===== config.mk =====
export PLATFORM = sky130hd
export DESIGN_NAME = iterative_alu_flat
export DESIGN_NICKNAME = d
export VERILOG_FILES = /design/src/rtl/iterative_alu_if.sv /design/src/rtl/iterative_alu.sv /design/src/flat_wrapper.sv
export SDC_FILE = /design/constraint.sdc
export NUM_CORES = 1
export LEC_CHECK = 0
export BUFFER_PORTS_ARGS = -buffer_cell sky130_fd_sc_hd__buf_4
export CAP_MARGIN = 20
export CELL_PAD_IN_SITES_DETAIL_PLACEMENT = 1
export CELL_PAD_IN_SITES_GLOBAL_PLACEMENT = 1
export CORE_MARGIN = 2
export CORE_UTILIZATION = 25
export CTS_CLUSTER_SIZE = 16
export DETAILED_ROUTE_END_ITERATION = 7
export PLACE_DENSITY_LB_ADDON = 0.12
export SYNTH_ARGS = -nofsm -noshare
export SYNTH_HDL_FRONTEND = slang
export SYNTH_SLANG_ARGS = --single-unit

===== constraint.sdc =====
create_clock -name clk -period 7.25 [get_ports clk]
set_clock_uncertainty 0.2 [all_clocks]
set_input_delay 1.45 -clock clk [delete_from_list [all_inputs] [get_ports clk]]
set_output_delay 1.45 -clock clk [all_outputs]
set_load 0.005 [all_outputs]

===== src/rtl/iterative_alu_if.sv =====
// rtl/iterative_alu_if.sv - request/response bus for iterative_alu
//
// Purpose: groups the request (inValid/inReady/operands/op) and response
// (outValid/outReady/result/zeroFlag) handshakes of the execute-stage ALU.
// Ports (signals):
//   inValid, inReady       request handshake
//   operandA, operandB     WIDTH-bit operands (operandB also shift amount)
//   opSelect               4-bit operation code
//   outValid, outReady     response handshake
//   result, zeroFlag       registered result and its zero indication
// Modports: master drives requests and consumes results; slave is the ALU.

interface iterative_alu_if #(
   parameter int WIDTH = 32
);
   logic             inValid;
   logic             inReady;
   logic [WIDTH-1:0] operandA;
   logic [WIDTH-1:0] operandB;
   logic [3:0]       opSelect;
   logic             outValid;
   logic             outReady;
   logic [WIDTH-1:0] result;
   logic             zeroFlag;

   modport master (
      output inValid, operandA, operandB, opSelect, outReady,
      input  inReady, outValid, result, zeroFlag
   );

   modport slave (
      input  inValid, operandA, operandB, opSelect, outReady,
      output inReady, outValid, result, zeroFlag
   );
endinterface


===== src/rtl/iterative_alu.sv =====
// rtl/iterative_alu.sv - handshaked ALU with iterative multiply/divide
//
// Purpose: execute-stage ALU. Add/sub/logic/compare/shift complete one cycle
// after acceptance; MUL/MULHU use a shift-add multiplier and DIV/DIVU/REM/REMU
// a restoring divider, one bit per cycle (WIDTH+1 cycles accept to outValid).
// Ports:
//   clk    rising-edge clock
//   rstN   asynchronous active-low reset
//   bus    iterative_alu_if slave: inValid/inReady, operandA/operandB,
//          opSelect, outValid/outReady, result, zeroFlag
// Parameters: WIDTH (power of two, >= 8); ENABLE_MULDIV (0 = mul/div ops
// complete in one cycle with result 0).

module iterative_alu #(
   parameter int WIDTH         = 32,
   parameter int ENABLE_MULDIV = 1
) (
   input logic            clk,
   input logic            rstN,
   iterative_alu_if.slave bus
);
   localparam int               SW       = $clog2(WIDTH);
   localparam bit               MD       = (ENABLE_MULDIV != 0);
   localparam logic [WIDTH-1:0] MOST_NEG = {1'b1, {(WIDTH-1){1'b0}}};

   typedef enum logic [1:0] {IDLE, MUL, DIV, DONE} state_t;

   state_t           state_q, state_d;
   logic [WIDTH-1:0] result_q, result_d;
   logic             zero_q;
   // Shared iteration registers:
   //   MUL: acc_hi = partial product high half, acc_lo = multiplier/low half,
   //        opnd = multiplicand.
   //   DIV: acc_hi = partial remainder, acc_lo = dividend/quotient bits,
   //        opnd = divisor magnitude.
   logic [WIDTH-1:0] acc_hi_q, acc_hi_d;
   logic [WIDTH-1:0] acc_lo_q, acc_lo_d;
   logic [WIDTH-1:0] opnd_q, opnd_d;
   logic [SW-1:0]    cnt_q, cnt_d;
   logic [3:0]       op_q, op_d;
   logic             flip_quo_q, flip_quo_d;
   logic             flip_rem_q, flip_rem_d;

   logic [WIDTH-1:0] a, b;
   logic [SW-1:0]    shamt;
   logic             sign_op, is_rem;
   logic [WIDTH:0]   mul_sum;
   logic [WIDTH-1:0] mul_hi_n, mul_lo_n;
   logic [WIDTH:0]   div_shift;
   logic             div_ge;
   logic [WIDTH-1:0] div_rem_n, div_quo_n, fix_quo, fix_rem;

   assign a       = bus.operandA;
   assign b       = bus.operandB;
   assign shamt   = bus.operandB[SW-1:0];
   assign sign_op = ~bus.opSelect[0];   // DIV (12) and REM (14) are signed
   assign is_rem  = bus.opSelect[1];    // REM (14) and REMU (15)

   // One shift-add step: conditionally add multiplicand, shift product right.
   assign mul_sum  = {1'b0, acc_hi_q} + (acc_lo_q[0] ? {1'b0, opnd_q} : '0);
   assign mul_hi_n = mul_sum[WIDTH:1];
   assign mul_lo_n = {mul_sum[0], acc_lo_q[WIDTH-1:1]};

   // One restoring step. The trial difference is below the divisor, so it
   // fits in WIDTH bits and the low bits of the subtraction are exact.
   assign div_shift = {acc_hi_q, acc_lo_q[WIDTH-1]};
   assign div_ge    = div_shift >= {1'b0, opnd_q};
   assign div_rem_n = div_ge ? (div_shift[WIDTH-1:0] - opnd_q) : div_shift[WIDTH-1:0];
   assign div_quo_n = {acc_lo_q[WIDTH-2:0], div_ge};
   assign fix_quo   = flip_quo_q ? -div_quo_n : div_quo_n;
   assign fix_rem   = flip_rem_q ? -div_rem_n : div_rem_n;

   always_comb begin
      state_d    = state_q;
      result_d   = result_q;
      acc_hi_d   = acc_hi_q;
      acc_lo_d   = acc_lo_q;
      opnd_d     = opnd_q;
      cnt_d      = cnt_q;
      op_d       = op_q;
      flip_quo_d = flip_quo_q;
      flip_rem_d = flip_rem_q;
      case (state_q)
         IDLE: begin
            if (bus.inValid) begin
               op_d    = bus.opSelect;
               state_d = DONE;
               case (bus.opSelect)
                  4'd0:  result_d = a + b;
                  4'd1:  result_d = a - b;
                  4'd2:  result_d = a & b;
                  4'd3:  result_d = a | b;
                  4'd4:  result_d = a ^ b;
                  4'd5:  result_d = {{(WIDTH-1){1'b0}}, $signed(a) < $signed(b)};
                  4'd6:  result_d = {{(WIDTH-1){1'b0}}, a < b};
                  4'd7:  result_d = a << shamt;
                  4'd8:  result_d = a >> shamt;
                  4'd9:  result_d = $unsigned($signed(a) >>> shamt);
                  4'd10, 4'd11: begin
                     if (MD) begin
                        acc_hi_d = '0;
                        acc_lo_d = a;
                        opnd_d   = b;
                        cnt_d    = SW'(WIDTH-1);
                        state_d  = MUL;
                     end else begin
                        result_d = '0;
                     end
                  end
                  default: begin
                     // Special cases finish here without iterating.
                     if (!MD) begin
                        result_d = '0;
                     end else if (b == '0) begin
                        result_d = is_rem ? a : '1;
                     end else if (sign_op && a == MOST_NEG && b == '1) begin
                        result_d = is_rem ? '0 : a;
                     end else begin
                        acc_hi_d   = '0;
                        acc_lo_d   = (sign_op && a[WIDTH-1]) ? -a : a;
                        opnd_d     = (sign_op && b[WIDTH-1]) ? -b : b;
                        flip_quo_d = sign_op && (a[WIDTH-1] ^ b[WIDTH-1]);
                        flip_rem_d = sign_op && a[WIDTH-1];
                        cnt_d      = SW'(WIDTH-1);
                        state_d    = DIV;
                     end
                  end
               endcase
            end
         end
         MUL: begin
            acc_hi_d = mul_hi_n;
            acc_lo_d = mul_lo_n;
            cnt_d    = cnt_q - SW'(1);
            if (cnt_q == '0) begin
               result_d = op_q[0] ? mul_hi_n : mul_lo_n;
               state_d  = DONE;
            end
         end
         DIV: begin
            acc_hi_d = div_rem_n;
            acc_lo_d = div_quo_n;
            cnt_d    = cnt_q - SW'(1);
            if (cnt_q == '0) begin
               result_d = op_q[1] ? fix_rem : fix_quo;
               state_d  = DONE;
            end
         end
         DONE: begin
            if (bus.outReady) state_d = IDLE;
         end
         default: state_d = IDLE;
      endcase
   end

   always_ff @(posedge clk or negedge rstN) begin
      if (!rstN) begin
         state_q    <= IDLE;
         result_q   <= '0;
         zero_q     <= 1'b1;
         acc_hi_q   <= '0;
         acc_lo_q   <= '0;
         opnd_q     <= '0;
         cnt_q      <= '0;
         op_q       <= '0;
         flip_quo_q <= 1'b0;
         flip_rem_q <= 1'b0;
      end else begin
         state_q    <= state_d;
         result_q   <= result_d;
         zero_q     <= ~|result_d;
         acc_hi_q   <= acc_hi_d;
         acc_lo_q   <= acc_lo_d;
         opnd_q     <= opnd_d;
         cnt_q      <= cnt_d;
         op_q       <= op_d;
         flip_quo_q <= flip_quo_d;
         flip_rem_q <= flip_rem_d;
      end
   end

   assign bus.inReady  = (state_q == IDLE);
   assign bus.outValid = (state_q == DONE);
   assign bus.result   = result_q;
   assign bus.zeroFlag = zero_q;
endmodule


===== src/flat_wrapper.sv =====
// flat-port wrapper written by rule: the top's interface ports become plain ports
module iterative_alu_flat 
#(
   parameter int WIDTH         = 32,
   parameter int ENABLE_MULDIV = 1
)
  (clk, rstN, bus_inValid, bus_operandA, bus_operandB, bus_opSelect, bus_outReady, bus_inReady, bus_outValid, bus_result, bus_zeroFlag);
  iterative_alu_if #(.WIDTH(WIDTH)) bus_i ();
  input logic clk;
  input logic rstN;
  input wire logic [$bits(bus_i.inValid)-1:0] bus_inValid;
  input wire logic [$bits(bus_i.operandA)-1:0] bus_operandA;
  input wire logic [$bits(bus_i.operandB)-1:0] bus_operandB;
  input wire logic [$bits(bus_i.opSelect)-1:0] bus_opSelect;
  input wire logic [$bits(bus_i.outReady)-1:0] bus_outReady;
  output wire logic [$bits(bus_i.inReady)-1:0] bus_inReady;
  output wire logic [$bits(bus_i.outValid)-1:0] bus_outValid;
  output wire logic [$bits(bus_i.result)-1:0] bus_result;
  output wire logic [$bits(bus_i.zeroFlag)-1:0] bus_zeroFlag;
  assign bus_i.inValid = bus_inValid;
  assign bus_i.operandA = bus_operandA;
  assign bus_i.operandB = bus_operandB;
  assign bus_i.opSelect = bus_opSelect;
  assign bus_i.outReady = bus_outReady;
  assign bus_inReady = bus_i.inReady;
  assign bus_outValid = bus_i.outValid;
  assign bus_result = bus_i.result;
  assign bus_zeroFlag = bus_i.zeroFlag;
  iterative_alu #(.WIDTH(WIDTH), .ENABLE_MULDIV(ENABLE_MULDIV)) u_core (.clk(clk), .rstN(rstN), .bus(bus_i));
endmodule

* Word-level counts from Yosys, hierarchy flattened *
Index checks and enable logic that the tools add are counted.

storage, ports and cells
  register bits = 140
  latch bits = 0
  RAM bits = 0
  memory bits (read-only) = 0
  input port bits = 72
  output and inout port bits = 35
  logic and storage cells = 123
  memories kept = 0

operators by class
  $add $sub $neg = 9
  multiply operators = 0
  divide/modulo/power cells = 0
  order comparisons = 3
  equal/unequal tests = 24
  shift operators = 3
  multiplexer cells = 42
  bitwise operators = 9
  reduce and logical (&&, ||, !) cells = 23

operators by type and width
  kind                                                              number
  32-bit two-way mux                                                23
  32-bit case mux with 11 select lines                              1
  32-bit case mux with 3 select lines                               3
  32-bit case mux with 2 select lines                               3
  32-bit negator                                                    4
  32-bit == test (second input constant)                            2
  32-bit less-than comparator                                       2
  32-bit subtractor                                                 2
  32-bit by 33-bit adder with 33-bit output                         1
  33-bit by 32-bit greater-or-equal comparator with 1-bit output    1
  32-bit adder                                                      1
  32-bit AND                                                        1
  32-bit zero test                                                  1
  32-bit OR                                                         1
  32-bit OR reduction                                               1
  32-bit by 5-bit << shifter with 32-bit output                     1
  32-bit by 5-bit right shift with 32-bit output                    1
  32-bit by 5-bit >>> shifter with 32-bit output                    1
  32-bit bitwise XOR                                                1
  5-bit case mux with 2 select lines                                2
  5-bit AND reduction                                               4
  4-bit by 3-bit == test with 1-bit output (second input constant)  4
  4-bit == test (second input constant)                             4
  5-bit two-way mux                                                 3
  other kinds (26)                                                  45

* Longest topological paths before layout *
  word-level depth = 10
  mapped depth = 29

* Worst setup path before layout *
No wires, ideal clock.

  path type = input -> register
  start = input port bus_operandB[0]
  end = register u_core.zero_q, in the netlist u_core.bus.zeroFlag
  setup time = 0.090 ns
  data arrival time = 6.574 ns
  setup slack = 0.386 ns
  stages = 21
  buffers on the path = 5
  path through = clkbuf_1 -> buf_2 -> inv_2 -> buf_1 -> buf_1 -> ha_1 -> or4b_1 -> nor3_1 -> nand3_1 -> clkbuf_1 -> o211ai_1 -> a31oi_1 -> o32ai_1 -> o211ai_1 -> o221a_1 -> or4b_1 -> nor4_1 -> o2111ai_1 -> nor3_1 -> nand4b_1 -> nor4_2

between the ends
  longest elaborated chain between the ends = 9
  elaborated cells on any way between the ends = 20
  classes of those cells = 2 x add/sub; 2 x order compare; 1 x eq/ne; 3 x shift; 5 x mux; 3 x bitwise; 4 x reduce/logical

ends and longest elaborated chain
  element                                                    RTL line              RTL
  start, declared                                            flat_wrapper.sv:13    input wire logic [$bits(bus_i.operandB)-1:0] bus_operandB;
  branches (longest 4 deep; another with 32-bit subtractor)  n/a
  32-bit case mux with 11 select lines *                     iterative_alu.sv:88   case (bus.opSelect)
  32-bit two-way mux *                                       iterative_alu.sv:85   if (bus.inValid) begin
  32-bit case mux with 3 select lines *                      iterative_alu.sv:83   case (state_q)
  via u_core.result_d[9]                                     iterative_alu.sv:29   logic [WIDTH-1:0] result_q, result_d;
  32-bit OR reduction *                                      iterative_alu.sv:171  zero_q <= ~|result_d;
  1-bit zero test *                                          iterative_alu.sv:171
  end signal, assigned                                       iterative_alu.sv:171
  end, declared                                              iterative_alu.sv:30   logic zero_q;

Mark *: on every way through the listed nets, which the timed path passes.
A chain may end at the register's enable or synchronous reset.

* Worst setup path in the final report *
  start = register u_core.acc_hi_q[5]
  end = register u_core.zero_q, in the netlist u_core.bus.zeroFlag

between the ends
  longest elaborated chain between the ends = 9
  elaborated cells on any way between the ends = 15
  classes of those cells = 4 x add/sub; 1 x order compare; 8 x mux; 2 x reduce/logical

ends and longest elaborated chain
  element                                                                                                     RTL line                                  RTL
  start, declared                                                                                             iterative_alu.sv:36                       logic [WIDTH-1:0] acc_hi_q, acc_hi_d;
  start signal, assigned                                                                                      iterative_alu.sv:172                      acc_hi_q <= acc_hi_d;
  32-bit subtractor / 33-bit by 32-bit greater-or-equal comparator with 1-bit output (equally long branches)  iterative_alu.sv:68, iterative_alu.sv:67
  32-bit two-way mux                                                                                          iterative_alu.sv:68                       assign div_rem_n = div_ge ? (div_shift[WIDTH-1:0] - opnd_q) : div_shift[WIDTH-1:0];
  32-bit negator                                                                                              iterative_alu.sv:71                       assign fix_rem = flip_rem_q ? -div_rem_n : div_rem_n;
  32-bit two-way mux                                                                                          iterative_alu.sv:71
  32-bit two-way mux                                                                                          iterative_alu.sv:145                      result_d = op_q[1] ? fix_rem : fix_quo;
  32-bit two-way mux                                                                                          iterative_alu.sv:144                      if (cnt_q == '0) begin
  32-bit case mux with 3 select lines *                                                                       iterative_alu.sv:83
  via u_core.result_d[8]                                                                                      iterative_alu.sv:29
  32-bit OR reduction *                                                                                       iterative_alu.sv:171
  1-bit zero test *                                                                                           iterative_alu.sv:171

Mark *: on every way through the listed nets, which the timed path passes. The rest lies on a longest branch.

==> results.yml <==
outcome:
  status: "complete, no violations"
die:
  num_rows: 117
  io_pins: 107
  dieArea_um2: 105400
  die_w_um: 324.6
  die_y_um: 324.6
  core-area_um2: 101900
  initial_utilization_pct: 25.22
worst_hold_path:
  min-delay-start: "u_core.opnd_q[26]$_DFFE_PN0P_"
  hold_class: "flop to flop"
clock_tree:
  cts_max_level: 4
  cts-buffers-inserted: 17
  clk_pin_slew_worst_paths_ns: 0.08
  cts_tree: "done"
  root_buffer: "clkbuf_16"
  clock_sinks: 140
  clock_latency_ns: 0.47
  postCtsHoldBufs: 0
  clk_path_buf_depth: 2
  post_cts_resized: 0
  cts_setup_buffers: 0
setup_path:
  rr_startpoint: "u_core.acc_hi_q[5]$_DFFE_PN0P_"
  critPathKind: "flop to flop"
  cp.arrival_ns: 6.98
  cp-startpoint: "u_core.acc_hi_q[5]$_DFFE_PN0P_"
  startpoint_type: "flop"
  crit_required_ns: 7.43
  path_max_fanout: 10
  end_kind: "flop"
cells_and_area:
  seqCellArea_um2: 3506
  num-fill-cells: 12640
  drive_above_1_share_pct: 11.48
  layout.cells.non_filler: 5004
  nNetsFinal: 3868
  syn2layout_area_growth_pct: 12.36
  multi_input_area_um2: 20440
  final_area_um2: 28870
  fin_util_pct: 28.34
power:
  share_comb_of_total_power_pct: 76.7
  p_switching_mw: 6.901
  p_total_mw: 11.34
  power.internal_mw: 4.443
  seq_power_share_pct: 15.1
  max-vdd-ir-drop_v: 0.0002005
  power_density_nw_per_um2: 392.9
  power_frac_clock_pct: 8.2
  power.leakage_nw: 11.49
  swShare_pct: 60.83
synth:
  ys_seq_elements: 140
  synth_area_leaders: "dfrtp_1 (14%), ha_1 (8.4%), a21oi_1 (6.1%)"
  synth_top_cell_area_share_pct: 13.54
  syn_area_um2: 25690
  synth_common_cells: "nand2_1 (357), nor2_1 (355), a21oi_1 (315), o21ai_0 (290), clkbuf_1 (251)"
  yosys.area.top_type: "dfrtp_1"
  synth_flop_cell: "dfrtp_1"
  ys_types: 94
  syn-instance-count: 3643
  yosysWarnings: 0
  syn_nets: 3891
  async_flop_share_pct: 100.0
  synth_edf_count: 0
  yosysMostFrequentCell: "nand2_1"
  ys_seq_area_share_pct: 13.64
  avgSynthCellArea_um2: 7.053
routing:
  wl_per_cell_um: 32.94
  drtPass1Iterations: 5
  wirelength_um: 164800
  vias: 30650
  remaining_drc_errors: 0
  post_drt_via_cell_ratio: 6.125
  dr.first_iter.drc_count: 3338
  ant_nets: 0
timing:
  finalCritPeriodShare_pct: 93.68
  max_freq_mhz: 147.2
  hold_viol_final: 0
  rsz0062_at_grt: "false"
  maxSlewHeadroom_pct: 18.50
  fin_setup_tns_ns: 0
  slew_violations: 0
  worst_slack_ns: 0.4582
  period_needed_ns: 6.792
  worst_slew_pin_slew_ns: 1.215
  setup_viol: 0
  fin_hold_ws_ns: 0.2847
global_route:
  grt_start_max_net_pins: 89
  antenna_found_initial: 11
  grt_pass1_vias: 30000
  grt_pass1_wl_um: 232000
  grt_overflow: 0
  grt_use_total_pct: 30.03
placement:
  place_congestion: 1.062
  dp_cells: 4969
  place_area_um2: 28280
  dp_hpwl_um: 130300
  io_buffer_count: 106
  dp_worst_setup_slack_ns: 0.08877
job:
  cap_violations: 0
==> cell type report <==
type | instances | area share (%)
Clock inverter | 13 | 0.4507
Tap cell | 1368 | 5.928
Antenna cell | 3 | 0.02600
Timing Repair Buffer | 257 | 6.752
Inverter | 179 | 2.327
Sequential cell | 140 | 12.14
Clock buffer | 19 | 1.569
Multi-Input combinational cell | 3025 | 70.80
==> cells by family after synthesis <==
family                   after synthesis  share of synthesized area [%]
AND/OR/NAND/NOR                     1207                          22.42
buffers and inverters                478                          7.090
XOR/XNOR                             172                          5.863
flip-flops                           140                          13.64
adder cells (fa/ha/maj)              176                          8.687
AO/OA/AOI/OAI                       1317                          34.04
multiplexers                         153                          8.259
==> worst max-delay path: stages, from the launching register on <==
cell	delay, ns
dfrtp_1	0.51
ha_1	0.52
a21oi_1	0.17
o21ai_0	0.61
a221oi_1	0.17
buf_4	0.20
a21boi_1	0.24
nor3_1	0.17
a21o_1	0.18
inv_1	0.07
ha_1	0.25
nand2_1	0.14
or4_1	0.70
a21oi_1	0.21
a211oi_1	0.17
a211o_1	0.27
or4b_1	0.55
nor4_1	0.32
buf_4	0.17
o2111ai_1	0.11
nor3_1	0.32
nand4b_1	0.21
nor4_2	0.25
==> flip-flops by register name, indices dropped and copies added (netlist names) <==
register / flops
u_core.acc_hi_q: 32
u_core.acc_lo_q: 32
u_core.bus.result: 32
u_core.opnd_q: 32
u_core.cnt_q: 5
u_core.op_q: 2
u_core.state_q: 2
u_core.bus.zeroFlag: 1
u_core.flip_quo_q: 1
u_core.flip_rem_q: 1
==> worst paths after layout <==
| path | end | slack [ns] | cells past startpoint |
|---|---|---|---|
| max | u_core.bus.zeroFlag$_DFF_PN1_ | 0.46 | 22 |
| min | u_core.opnd_q[26]$_DFFE_PN0P_ | 0.28 | 2 |
| max reg2reg | u_core.bus.zeroFlag$_DFF_PN1_ | 0.46 | 22 |
| min reg2reg | u_core.opnd_q[26]$_DFFE_PN0P_ | 0.28 | 2 |
| max in group asynchronous | u_core.opnd_q[11]$_DFFE_PN0P_ | 4.68 | 2 |
| min in group asynchronous | u_core.bus.result[29]$_DFF_PN0_ | 0.82 | 1 |
==> per-layer routing <==
| metal | routed length [µm] | global-route usage (%) | vias to the layer above |
|---|---|---|---|
| met1 | 74280 | 41.55 | 15390 |
| met3 | 9483 | 2.907 | 299 |
| met5 | 42 | 0 | - |
| met2 | 70060 | 45.38 | 1375 |
| li1 | - | - | 13580 |
| met4 | 10970 | 17.23 | 6 |
==> power by group through the flow <==
stage	clock network, mW	registers (mW)	logic (mW)
CTS	0.946	1.69	8.55
global route	0.968	1.75	9.31
finish	0.929	1.72	8.70
detailed placement	0	1.70	8.50
floorplan	0	1.38	5.50
global placement	0	1.69	8.52
==> layout by cell type (no fill, tap or decap), types with 16 or more instances in the layout <==
| cell type | netlist | final |
|---|---|---|
| nor3_1 | 99 | 96 |
| nand2b_1 | 28 | 28 |
| a221oi_1 | 63 | 63 |
| a211oi_1 | 61 | 61 |
| o2111ai_1 | 16 | 16 |
| o211ai_1 | 50 | 50 |
| dfrtp_1 | 139 | 138 |
| o21a_1 | 20 | 20 |
| mux2_2 | 32 | 32 |
| a21o_1 | 48 | 48 |
| nor2_1 | 355 | 354 |
| o22ai_1 | 25 | 25 |
| a22oi_1 | 40 | 40 |
| a31oi_1 | 50 | 49 |
| nand2_1 | 357 | 356 |
| xor2_1 | 41 | 41 |
| nand4_1 | 38 | 38 |
| and2_1 | 22 | 22 |
| o21bai_1 | 23 | 23 |
| a211o_1 | 21 | 21 |
| mux2i_1 | 77 | 77 |
| inv_1 | 173 | 173 |
| buf_4 | 0 | 254 |
| o21ai_0 | 290 | 290 |
| nor4_1 | 42 | 41 |
| or4_1 | 26 | 26 |
| o41ai_1 | 23 | 23 |
| or3_1 | 36 | 36 |
| xnor2_1 | 131 | 131 |
| o31ai_1 | 71 | 71 |
| nand3_1 | 81 | 81 |
| clkbuf_16 | 0 | 17 |
| a21oi_1 | 315 | 315 |
| ha_1 | 172 | 170 |
| mux4_2 | 44 | 44 |
| nor2b_1 | 24 | 23 |
No activity file was read; power rests on OpenSTA's default activity.
